<file path="config.mk">
export PLATFORM = sky130hd
export DESIGN_NAME = accelerator_buffer_arbiter
export DESIGN_NICKNAME = d
export VERILOG_FILES = /design/src/rtl/accelerator_buffer_arbiter.sv
export SDC_FILE = /design/constraint.sdc
export NUM_CORES = 1
export LEC_CHECK = 0
export CAP_MARGIN = 15
export CORE_AREA = 10 10 265 267
export DETAILED_ROUTE_END_ITERATION = 12
export DIE_AREA = 0 0 275 277
export PLACE_DENSITY_LB_ADDON = 0.25
export SLEW_MARGIN = 0
export SYNTH_ARGS = -nofsm -noshare
export SYNTH_HDL_FRONTEND = slang
export SYNTH_SLANG_ARGS = --single-unit
</file>
<file path="constraint.sdc">
create_clock -name clk -period 3.3 [get_ports clk]
set_input_delay 0.825 -clock clk [delete_from_list [all_inputs] [get_ports clk]]
set_output_delay 0.825 -clock clk [all_outputs]
set_load 0.01 [all_outputs]
</file>
<file path="src/rtl/accelerator_buffer_arbiter.sv">
// Buffer controller: round-robin write arbiter for requesters A and B, plus a tile read streamer.
// Latency: write grant is combinational (0 cycles); the first stream beat is valid 2 cycles after rd_start, then 1 row per cycle.
// Backpressure: a requester holds its request until its ready; the out_* beat stays stable while out_ready is low.
// Optional feature macro: BUF_ARB_COLLISION_CHECK_EN enables the sticky collision_err flag for same-row read/write.
module accelerator_buffer_arbiter #(
  parameter int DATA_WIDTH = 128,
  parameter int DEPTH      = 256,
  parameter int ADDR_WIDTH = $clog2(DEPTH)
) (
  input  logic                  clk,
  input  logic                  rst,
  input  logic                  wa_valid,
  output logic                  wa_ready,
  input  logic [ADDR_WIDTH-1:0] wa_addr,
  input  logic [DATA_WIDTH-1:0] wa_data,
  input  logic                  wb_valid,
  output logic                  wb_ready,
  input  logic [ADDR_WIDTH-1:0] wb_addr,
  input  logic [DATA_WIDTH-1:0] wb_data,
  output logic                  buf_wr_en,
  output logic [ADDR_WIDTH-1:0] buf_wr_addr,
  output logic [DATA_WIDTH-1:0] buf_wr_data,
  output logic [ADDR_WIDTH-1:0] buf_rd_addr,
  input  logic [DATA_WIDTH-1:0] buf_rd_data,
  input  logic                  rd_start,
  input  logic [ADDR_WIDTH-1:0] rd_base,
  input  logic [ADDR_WIDTH:0]   rd_len,
  output logic                  rd_busy,
  output logic                  rd_done,
  output logic                  out_valid,
  input  logic                  out_ready,
  output logic [DATA_WIDTH-1:0] out_data,
  output logic                  out_last,
  output logic                  collision_err
);

  localparam logic [ADDR_WIDTH-1:0] LAST_ROW = ADDR_WIDTH'(DEPTH - 1);

  typedef enum logic [1:0] {
    S_IDLE,
    S_LOAD,
    S_STREAM
  } state_t;

  state_t                state;
  state_t                state_nxt;
  logic                  prio_b;
  logic                  grant_a;
  logic                  grant_b;
  logic [ADDR_WIDTH-1:0] ptr;
  logic [ADDR_WIDTH:0]   remaining;
  logic                  load_en;
  logic                  last_hs;

  // Grant: a lone requester wins; on contention the side holding priority wins.
  always_comb begin
    grant_a = wa_valid && (!wb_valid || !prio_b);
    grant_b = wb_valid && (!wa_valid || prio_b);
  end

  assign wa_ready  = grant_a;
  assign wb_ready  = grant_b;
  assign buf_wr_en = grant_a || grant_b;

  // Route the granted requester onto the buffer write port; idle port drives zeros.
  always_comb begin
    buf_wr_addr = '0;
    buf_wr_data = '0;
    if (grant_a) begin
      buf_wr_addr = wa_addr;
      buf_wr_data = wa_data;
    end else if (grant_b) begin
      buf_wr_addr = wb_addr;
      buf_wr_data = wb_data;
    end
  end

  // Priority pointer hands priority to the other side after each grant.
  always_ff @(posedge clk) begin
    if (rst) begin
      prio_b <= 1'b0;
    end else if (grant_a) begin
      prio_b <= 1'b1;
    end else if (grant_b) begin
      prio_b <= 1'b0;
    end
  end

  // Output register may take a new row when rows remain and the slot is empty or draining.
  assign load_en     = (state != S_IDLE) && (remaining != '0) && (!out_valid || out_ready);
  assign last_hs     = out_valid && out_ready && out_last;
  assign buf_rd_addr = ptr;

  // State register.
  always_ff @(posedge clk) begin
    if (rst) begin
      state <= S_IDLE;
    end else begin
      state <= state_nxt;
    end
  end

  // Next-state logic; a zero-length tile never leaves IDLE.
  always_comb begin
    state_nxt = state;
    case (state)
      S_IDLE:   if (rd_start && (rd_len != '0)) state_nxt = S_LOAD;
      S_LOAD:   if (load_en) state_nxt = S_STREAM;
      S_STREAM: if (last_hs) state_nxt = S_IDLE;
      default:  state_nxt = S_IDLE;
    endcase
  end

  // State-decoded outputs.
  always_comb begin
    rd_busy = (state != S_IDLE);
  end

  // Streamer datapath: address/count tracking, output beat register and done pulse.
  always_ff @(posedge clk) begin
    if (rst) begin
      ptr       <= '0;
      remaining <= '0;
      out_valid <= 1'b0;
      out_data  <= '0;
      out_last  <= 1'b0;
      rd_done   <= 1'b0;
    end else begin
      rd_done <= 1'b0;
      if (state == S_IDLE) begin
        if (rd_start) begin
          ptr       <= rd_base;
          remaining <= rd_len;
          if (rd_len == '0) begin
            rd_done <= 1'b1;
          end
        end
      end else if (last_hs) begin
        out_valid <= 1'b0;
        out_last  <= 1'b0;
        rd_done   <= 1'b1;
      end else if (load_en) begin
        out_valid <= 1'b1;
        out_data  <= buf_rd_data;
        out_last  <= (remaining == (ADDR_WIDTH + 1)'(1));
        ptr       <= (ptr == LAST_ROW) ? '0 : ptr + 1'b1;
        remaining <= remaining - 1'b1;
      end
    end
  end

`ifdef BUF_ARB_COLLISION_CHECK_EN
  // Sticky flag: a write lands on the row being loaded into the stream register in the same cycle.
  always_ff @(posedge clk) begin
    if (rst) begin
      collision_err <= 1'b0;
    end else if (buf_wr_en && load_en && (buf_wr_addr == ptr)) begin
      collision_err <= 1'b1;
    end
  end
`else
  assign collision_err = 1'b0;
`endif

endmodule

</file>
# Yosys cells after proc, flatten, opt, wreduce, memory -nomap -nowiden

Index checks and enable logic that the tools add are counted.

Register bits after elaboration: 151
Word-level logic and storage cells: 75

Add/subtract/negate cells: 2
Equal/unequal tests: 9
Muxes and demuxes: 27
Bitwise logic cells: 2
Reduce and logical (&&, ||, !) cells: 27

Operators by type and width:

| cell                | count |
|---|---|
| $mux 128            | 2 |
| $mux 8              | 7 |
| $mux 9              | 4 |
| $reduce_bool 9->1   | 2 |
| $mux 1              | 10 |
| $eq 9x1->1 const B  | 1 |
| $logic_not 9->1     | 1 |
| $reduce_and 3->1    | 3 |
| $sub 9x1->9 const B | 1 |
| $add 8x1->8 const B | 1 |
| $eq 8x8->1 const B  | 1 |
| $ne 2x2->1 const B  | 4 |
| $reduce_bool 2->1   | 4 |
| $logic_and 1x1->1   | 7 |
| $mux 2              | 3 |
| $pmux 2 s3          | 1 |
| $logic_not 1->1     | 4 |
| $logic_or 1x1->1    | 4 |
| $eq 2x1->1 const B  | 1 |
| $eq 2x2->1 const B  | 1 |
| $logic_not 2->1     | 1 |
| $ne 2x1->1 const B  | 1 |
| $not 1->1           | 2 |
| $reduce_and 2->1    | 1 |

# Logic depth before layout (Yosys ltp)

Gate-level depths: netlist of the first run.

Depth in word-level cells: 6
Gate-level depth with buffers: 9
Gate-level depth less buffers: 7

# Least setup slack after synthesis of the first run

No wires, ideal clock.

Path kind: input -> output
From: input wa_valid
To: output buf_wr_addr[0]
Arrival: 1.884 ns
Slack: 0.591 ns
Cell stages on the path: 4
Buffers on the path: 2
Cells stage by stage: a21boi_0 > clkbuf_1 > clkbuf_1 > a22o_1

Elaborated cells between the ends (all ways): 6
Those cells by class: mux (2); reduce/logical (4)

RTL lines:

| item              | RTL line | RTL |
|---|---|---|
| start, declared   | 12       | `input logic wa_valid,` |
| $logic_and 1x1->1 | 57       | `grant_a = wa_valid && (!wb_valid \|\| !prio_b);` |
| net wa_ready      | 13       | `output logic wa_ready,` |
| $mux 8            | 69       | `if (grant_a) begin` |
| end, declared     | 21       | `output logic [ADDR_WIDTH-1:0] buf_wr_addr,` |

The timed path passes the listed nets, and every way through them passes these cells.

# Final worst setup path of the first run

From: input wa_valid
To: output buf_wr_data[120]

Word-level cells in the longest chain between the ends: 5
Elaborated cells between the ends (all ways): 6
Those cells by class: mux (2); reduce/logical (4)

Ends and longest elaborated chain:

| item              | RTL line | RTL |
|---|---|---|
| $logic_not 1->1   | 58       | `grant_b = wb_valid && (!wa_valid \|\| prio_b);` |
| $logic_or 1x1->1  | 58       |  |
| $logic_and 1x1->1 | 58       |  |
| $mux 128          | 72       | `end else if (grant_b) begin` |
| $mux 128 (*)      | 69       |  |
| end, declared     | 22       | `output logic [DATA_WIDTH-1:0] buf_wr_data,` |

Mark *: on every way between the ends. The rest lies on a longest branch, timed or not.

==> results of run 1 <==
[cells in the mapped netlist, types with 2 or more instances]
cell      count
nand2_1     271
a21oi_1     153
dfxtp_1     151
a22o_1      139
clkbuf_1     50
nor2_1       24
buf_6        18
buf_8        10
o21ai_0       9
inv_1         8
nor3_1        8
nand3_1       6
or2_2         5
buf_4         4
ha_1          4
nor4_1        4
a211oi_1      3
a31oi_1       3
nand2b_1      3
o31ai_1       3
and2_1        2
buf_1         2
nand4_1       2
nor3b_1       2
o41ai_1       2
[flip-flops by register name (all words and copies together) (netlist names)]
signal,flops
rd_done,1
buf_rd_addr,8
prio_b,1
state,2
out_data,128
out_valid,1
remaining,9
out_last,1
[cell families after synthesis]
logic type,after synthesis,share of synthesized area
other,1,0.000513
adders and majority gates,4,0.00684
AOI/OAI and AO/OA,323,0.305
and+or+nand+nor,335,0.186
buffers and inverters,93,0.0838
muxes,2,0.00513
DFF,151,0.413
[path summary, 6_finish.rpt]
kind | endpoint | cells past startpoint | slack, ns
worst min register to register | out_data[105] | 2 | 0.45
worst min-delay path | out_data[105] | 2 | 0.45
worst max register to register | remaining[7] | 5 | 1.00
worst max-delay path | buf_wr_data[120] | 6 | 0.04
[cell type report]
type / count / area (µm²) / share of cell area
Antenna cell: 25 / 62.6 / 0.00388
Clock buffer: 17 / 425 / 0.0264
Clock inverter: 15 / 139 / 0.00862
Inverter: 8 / 30.0 / 0.00186
Multi-Input combinational cell: 665 / 3710 / 0.230
Sequential cell: 151 / 3020 / 0.188
Tap cell: 864 / 1080 / 0.0671
Timing Repair Buffer: 750 / 7640 / 0.474
[placed cells by master, fill, tap and decap left out, types with 4 or more instances in the layout]
master and instances:
inv_6 5, clkinv_4 5, a22o_1 138, dfxtp_1 151
a21oi_1 153, nor4_1 4, or2_2 5, inv_1 8
clkbuf_16 17, buf_4 32, ha_1 4, nand2_1 271
nor3_1 8, clkbuf_2 10, nor2_1 23, dlygate4sd2_1 80
o21ai_0 9, nand3_1 6, diode_2 25, dlymetal6s2s_1 16
clkdlybuf4s50_1 574, buf_12 25
[tightest hold or removal path, stage by stage, from the launching register on]
cell,delay (ns)
dfxtp_1,0.31
nand2_1,0.05
a21oi_1,0.05
[repair_timing]
| action | 4_1_cts | 5_1_grt |
|---|---|---|
| cloned | 3 | 0 |
| buffers inserted | 5 | 1 |
| pin swaps | 1 | 1 |
| endpoints found under the setup margin | 136 | 33 |
| gates resized for setup | 129 | 29 |
[power by group through the flow]
stage          Combinational, mW  Clock (mW)  Sequential (mW)
5_1_grt                     3.19        2.12             2.27
3_5_place_dp                3.01           0             2.28
4_1_cts                     3.01        2.07             2.24
2_1_floorplan               1.24           0             2.36
6_report                    2.95        1.96             2.24
3_3_place_gp                3.01           0             2.26
[per-layer routing]
layer  up-vias  GRT usage  routed length (µm)
met5         -          0                  40
met4         6     0.0884                2540
met3        79     0.0779                6890
met2       502      0.260               30900
met1      4631      0.146               20800
li1       4599          -                   -
==> impl_results.md, run 1 <==
* Synth Flop Type: dfxtp_1
* Worst Tran Pin Value at 0.630 ns
* Remaining DRCs at 0
* Data required time at the worst endpoint at 2.47 ns
* Dpl cell area at 0.0154 mm²
* Initial antenna violation count at 34
* Sink Count at 151
* Layout cells sized above 1 at 0.0803
* RSZ-0062 raised after global routing: no
* Routed len/inst at 24.5 µm
* Final net count at 2020
* GRT Util Overall at 0.153
* Clk_skew at 0.0291 ns
* Syn nets at 1336
* Pwr Total at 7.14 mW
* Yosys top cell area share at 0.413
* Crit-path max FO at 15
* Die width at 275 µm
* Hold_sp: out_data[105]
* CP Class: in -> out
* Mean Syn Cell Area at 8.05 µm²
* Core area at 0.0652 mm²
* Hold WS at 0.454 ns
* Sequential-to-total area share from yosys stat at 0.413
* Clk buf depth at 2
* Fin. Hold Viols at 0
* Hold Crit Class: reg -> reg
* Vias in the first global route at 9917
* DP HPWL at 50.4 mm
* Gp weighted congestion at 0.928
* Vias at 9817
* Critical Path Sink Type: output port
* Hold Buf Count CTS at 0
* Sum of negative setup slack at 0 ns
* Sw frac at 0.356
* Status: finished, final reports clean
* CP delay by family, top: buffers and inverters
* Asr flop ratio synth at 0
* Slowest stage delay, CP at 0.54 ns
* First-pass GRT wire length at 81.3 mm
* Pin count of the biggest net entering global routing at 80
* CP startpoint kind: primary input
* Finished Cell Area at 0.0161 mm²
* Critical-path top delay cell: clkdlybuf4s50_1
* Relative slew slack at 0.571
* Sequential share of power at 0.313
* Later-pin clock latency in the skew report at 0.49 ns
* Most area-consuming cells after synthesis: dfxtp_1 (41%), a22o_1 (17%), nand2_1 (14%)
* Max-slew violations at 0
* Die H at 277 µm
* Synth cell types at 48
* Root buf cell: clkbuf_16
* Maximum clock frequency at 307 MHz
* EDFF count, synth at 0
* Clock Pin Slew Worst Setup and Hold Paths at 0.07 ns
* Cells after synthesis at 909
* H-tree depth at 4
* Max-capacitance violation count at 0
* DRT Wirelength at 61.2 mm
* Post-route ant nets at 0
* PortBufs at 701
* Layout area overhead at 120%
* Global route overflow at 0
* Synthesis-stage register bit count at 151
* Syn Std Cell Area at 0.00731 mm²
* Cell total after placement at 2429
* Final core utilization at 0.247
* Finished Layout Cells at 2495
* Gate power share at 0.412
* Yosys top cell by area: dfxtp_1
* Num ports at 703
* Synth warn at 0
* Initial core utilization at 0.112
* Power Density at 443 mW/mm²
* Critical path arrival at 2.43 ns
* Initial detailed-routing violation count at 563
* FF-to-FF Start: remaining[5]
* Worst path bufs/invs at 4
* Cts bufs inserted at 17
* Final period util at 0.987
* Clock power frac at 0.274
* Fill cells at 7092
* Die Footprint at 0.0762 mm²
* Drt pass-1 iters at 5
* Crit. Startpoint: wa_valid
* Vias per inst at 3.93
* Internal power at 4.60 mW
* Final setup violation count at 0
* Crit path time final at 3.26 ns
* Max VDD drop at 0.000295 V
* Leak at 6.23 nW
* Setup WS post-layout at 0.0425 ns
* Switching power at 2.54 mW
* CP Cell Sequence: dlygate4sd2_1, a21boi_4, buf_12, bufbuf_16, a22o_1, clkdlybuf4s50_1
* CTS tree: done
* # rows at 94
* Pre-CTS WS at -0.319 ns
Power figures use the tool's default switching activity.
==> run 2: changes to the inputs <==
--- a/config.mk
+++ b/config.mk
@@ -6,9 +6,9 @@
 export NUM_CORES = 1
 export LEC_CHECK = 0
 export CAP_MARGIN = 15
-export CORE_AREA = 10 10 265 267
+export CORE_AREA = 2 2 272 274
 export DETAILED_ROUTE_END_ITERATION = 12
-export DIE_AREA = 0 0 275 277
+export DIE_AREA = 0 0 274 276
 export PLACE_DENSITY_LB_ADDON = 0.25
 export SLEW_MARGIN = 0
 export SYNTH_ARGS = -nofsm -noshare
==> constraint.sdc (replaced) <==
create_clock -name clk -period 3.3 [get_ports clk]
set_input_delay 0.825 -clock clk [delete_from_list [all_inputs] [get_ports clk]]
set_output_delay 0.825 -clock clk [all_outputs]
set_load 0.02 [all_outputs]
==> impl_results.md, run 2 (synthesized netlist as in run 1, its figures left out) <==
* Gate power share at 0.444
* Data required time at the worst endpoint at 2.47 ns
* Power Density at 453 mW/mm²
* Sum of negative setup slack at 0 ns
* Initial core utilization at 0.101
* Max-capacitance violation count at 0
* Leak at 6.16 nW
* PortBufs at 701
* Hold_sp: out_data[9]
* Max-slew violations at 0
* DP HPWL at 49.5 mm
* Cts bufs inserted at 17
* Initial detailed-routing violation count at 517
* CP dominant cell by count: buf_12
* Worst R2R Setup Slack at 1.01 ns
* Critical-path top delay cell: dlygate4sd2_1
* Pin count of the biggest net entering global routing at 74
* Hold Buf Count CTS at 0
* Later-pin clock latency in the skew report at 0.48 ns
* Pwr Total at 7.36 mW
* Vias per inst at 3.79
* Global route overflow at 0
* Top reg by flops: out_data
* Clock power frac at 0.252
* Max VDD drop at 0.000348 V
* Hold Crit Endpoint: out_data[9]
* Die Footprint at 0.0756 mm²
* Fin. Hold Viols at 0
* CP Class: in -> out
* Final net count at 2032
* Final setup violation count at 0
* Die H at 276 µm
* CTS tree: done
* Critical Path Sink Type: output port
* Maximum clock frequency at 313 MHz
* Reg-to-Reg End: remaining[2]
* Most common cell after layout, fill and taps aside: clkdlybuf4s50_1
* Worst hold stages at 2
* Critical path arrival at 2.37 ns
* Largest register FFs at 128
* Fill cells at 8051
* Sw frac at 0.370
* Root buf cell: clkbuf_16
* Relative slew slack at 0.573
* Commonest non-fill, non-tap cells in the layout: clkdlybuf4s50_1 (562), nand2_1 (271), a21oi_1 (153), dfxtp_1 (151), a22o_1 (133)
* Internal power at 4.64 mW
* Worst Reg-to-Reg Cells at 5
* Routed len/inst at 22.6 µm
* Layout area overhead at 122%
* Initial antenna violation count at 49
* DRT Wirelength at 58.9 mm
* CP Cell Sequence: dlygate4sd2_1, a21boi_4, buf_12, buf_12, buf_12, buf_4, a22o_1, buf_4
* Core area at 0.0726 mm²
* # rows at 99
* Hold Crit Class: reg -> reg
* Register area at 0.00302 mm²
* Vias at 9852
* Cell total after placement at 2536
* Clock Pin Slew Worst Setup and Hold Paths at 0.06 ns
* Vias in the first global route at 9956
* Drt pass-1 iters at 5
* Slowest stage delay, CP at 0.29 ns
* GRT Util Overall at 0.151
* Sequential share of power at 0.304
* Crit-path max FO at 17
* Worst Tran Pin Value at 0.627 ns
* Switching power at 2.72 mW
* Sink Count at 151
* Crit path time final at 3.20 ns
* H-tree depth at 4
* Clk buf depth at 2
* Clk_skew at 0.0339 ns
* Multi-input gate area at 0.00375 mm²
* First-pass GRT wire length at 78.9 mm
* Die width at 274 µm
* CP startpoint kind: primary input
* Post-route ant nets at 0
* Remaining DRCs at 0
* Num ports at 703
* Finished Layout Cells at 2599
* Gp weighted congestion at 0.921
* Final core utilization at 0.224
* Layout cells sized above 1 at 0.0977
* Status: finished, final reports clean
* FF-to-FF Start: remaining[5]
* Final period util at 0.969
* RSZ-0062 raised after global routing: no
run 2: cell count changes in the layout (fill, tap and decap cells not counted), moves of 7 or more:
cell | previous run | this run
dlymetal6s2s_1 | 16 | 2
dlygate4sd2_1 | 80 | 93
clkdlybuf4s50_1 | 574 | 562
buf_12 | 25 | 32
clkbuf_2 | 10 | 0
buf_4 | 32 | 71
run 2: worst max path at each step:
| stage | startpoint | endpoint | slack, ns | cells after the start |
|---|---|---|---|---|
| 2_1_floorplan | wa_valid | buf_wr_addr[0] | 0.43 | 4 |
| 3_3_place_gp | wa_valid | buf_wr_data[16] | -0.27 | 6 |
| 3_5_place_dp | wa_valid | buf_wr_data[16] | -0.27 | 6 |
| 4_1_cts | wa_valid | buf_wr_data[65] | 0.06 | 6 |
| 5_1_grt | wa_valid | buf_wr_data[28] | 0.04 | 8 |
| 6_report | wb_valid | buf_wr_data[99] | 0.10 | 8 |
run 2: per-stage QoR:
stage / hold WS (ns) / worst slack, ns / cell area, µm²
after global placement: 0.442 / -0.266 / 15600
after global routing: 0.467 / 0.0357 / 16200
final: 0.452 / 0.102 / 16300
after detailed placement: 0.446 / -0.271 / 15600
after CTS: 0.455 / 0.0567 / 16200
after floorplan: 0.433 / 0.429 / 7310
run 2: worst max-delay path: cells and delay by family:
| family | cells | cell delay [ns] |
|---|---|---|
| buffers and inverters | 6 | 1.08 |
| AOI/OAI and AO/OA | 2 | 0.44 |
run 2: area by class of cell:
type,count,area share
Timing Repair Buffer,762,0.471
Tap cell,959,0.0738
Clock inverter,12,0.00477
Sequential cell,151,0.186
Clock buffer,20,0.0281
Multi-Input combinational cell,665,0.231
Inverter,8,0.00185
Antenna cell,22,0.00339
run 2: routing by layer:
metal / vias to the layer above / GRT usage / wire length [µm]
li1: 4622 / - / -
met1: 4602 / 0.148 / 20400
met2: 515 / 0.269 / 30300
met3: 109 / 0.0600 / 5430
met4: 4 / 0.0812 / 2660
met5: - / 0 / 30
run 2: timing repair:
item | in CTS | in global routing
setup buffers | 9 | 0
cloned | 0 | 0
gates resized for setup | 104 | 2
endpoints found under the setup margin | 114 | 2
pin swaps | 3 | 0
run 2: power groups by stage:
| stage | sequential [mW] | combinational [mW] | clock (mW) |
|---|---|---|---|
| floorplan | 2.53 | 1.36 | 0 |
| global placement | 2.27 | 3.35 | 0 |
| detailed placement | 2.28 | 3.35 | 0 |
| CTS | 2.24 | 3.32 | 1.97 |
| global route | 2.28 | 3.52 | 2.03 |
| finish | 2.24 | 3.27 | 1.86 |
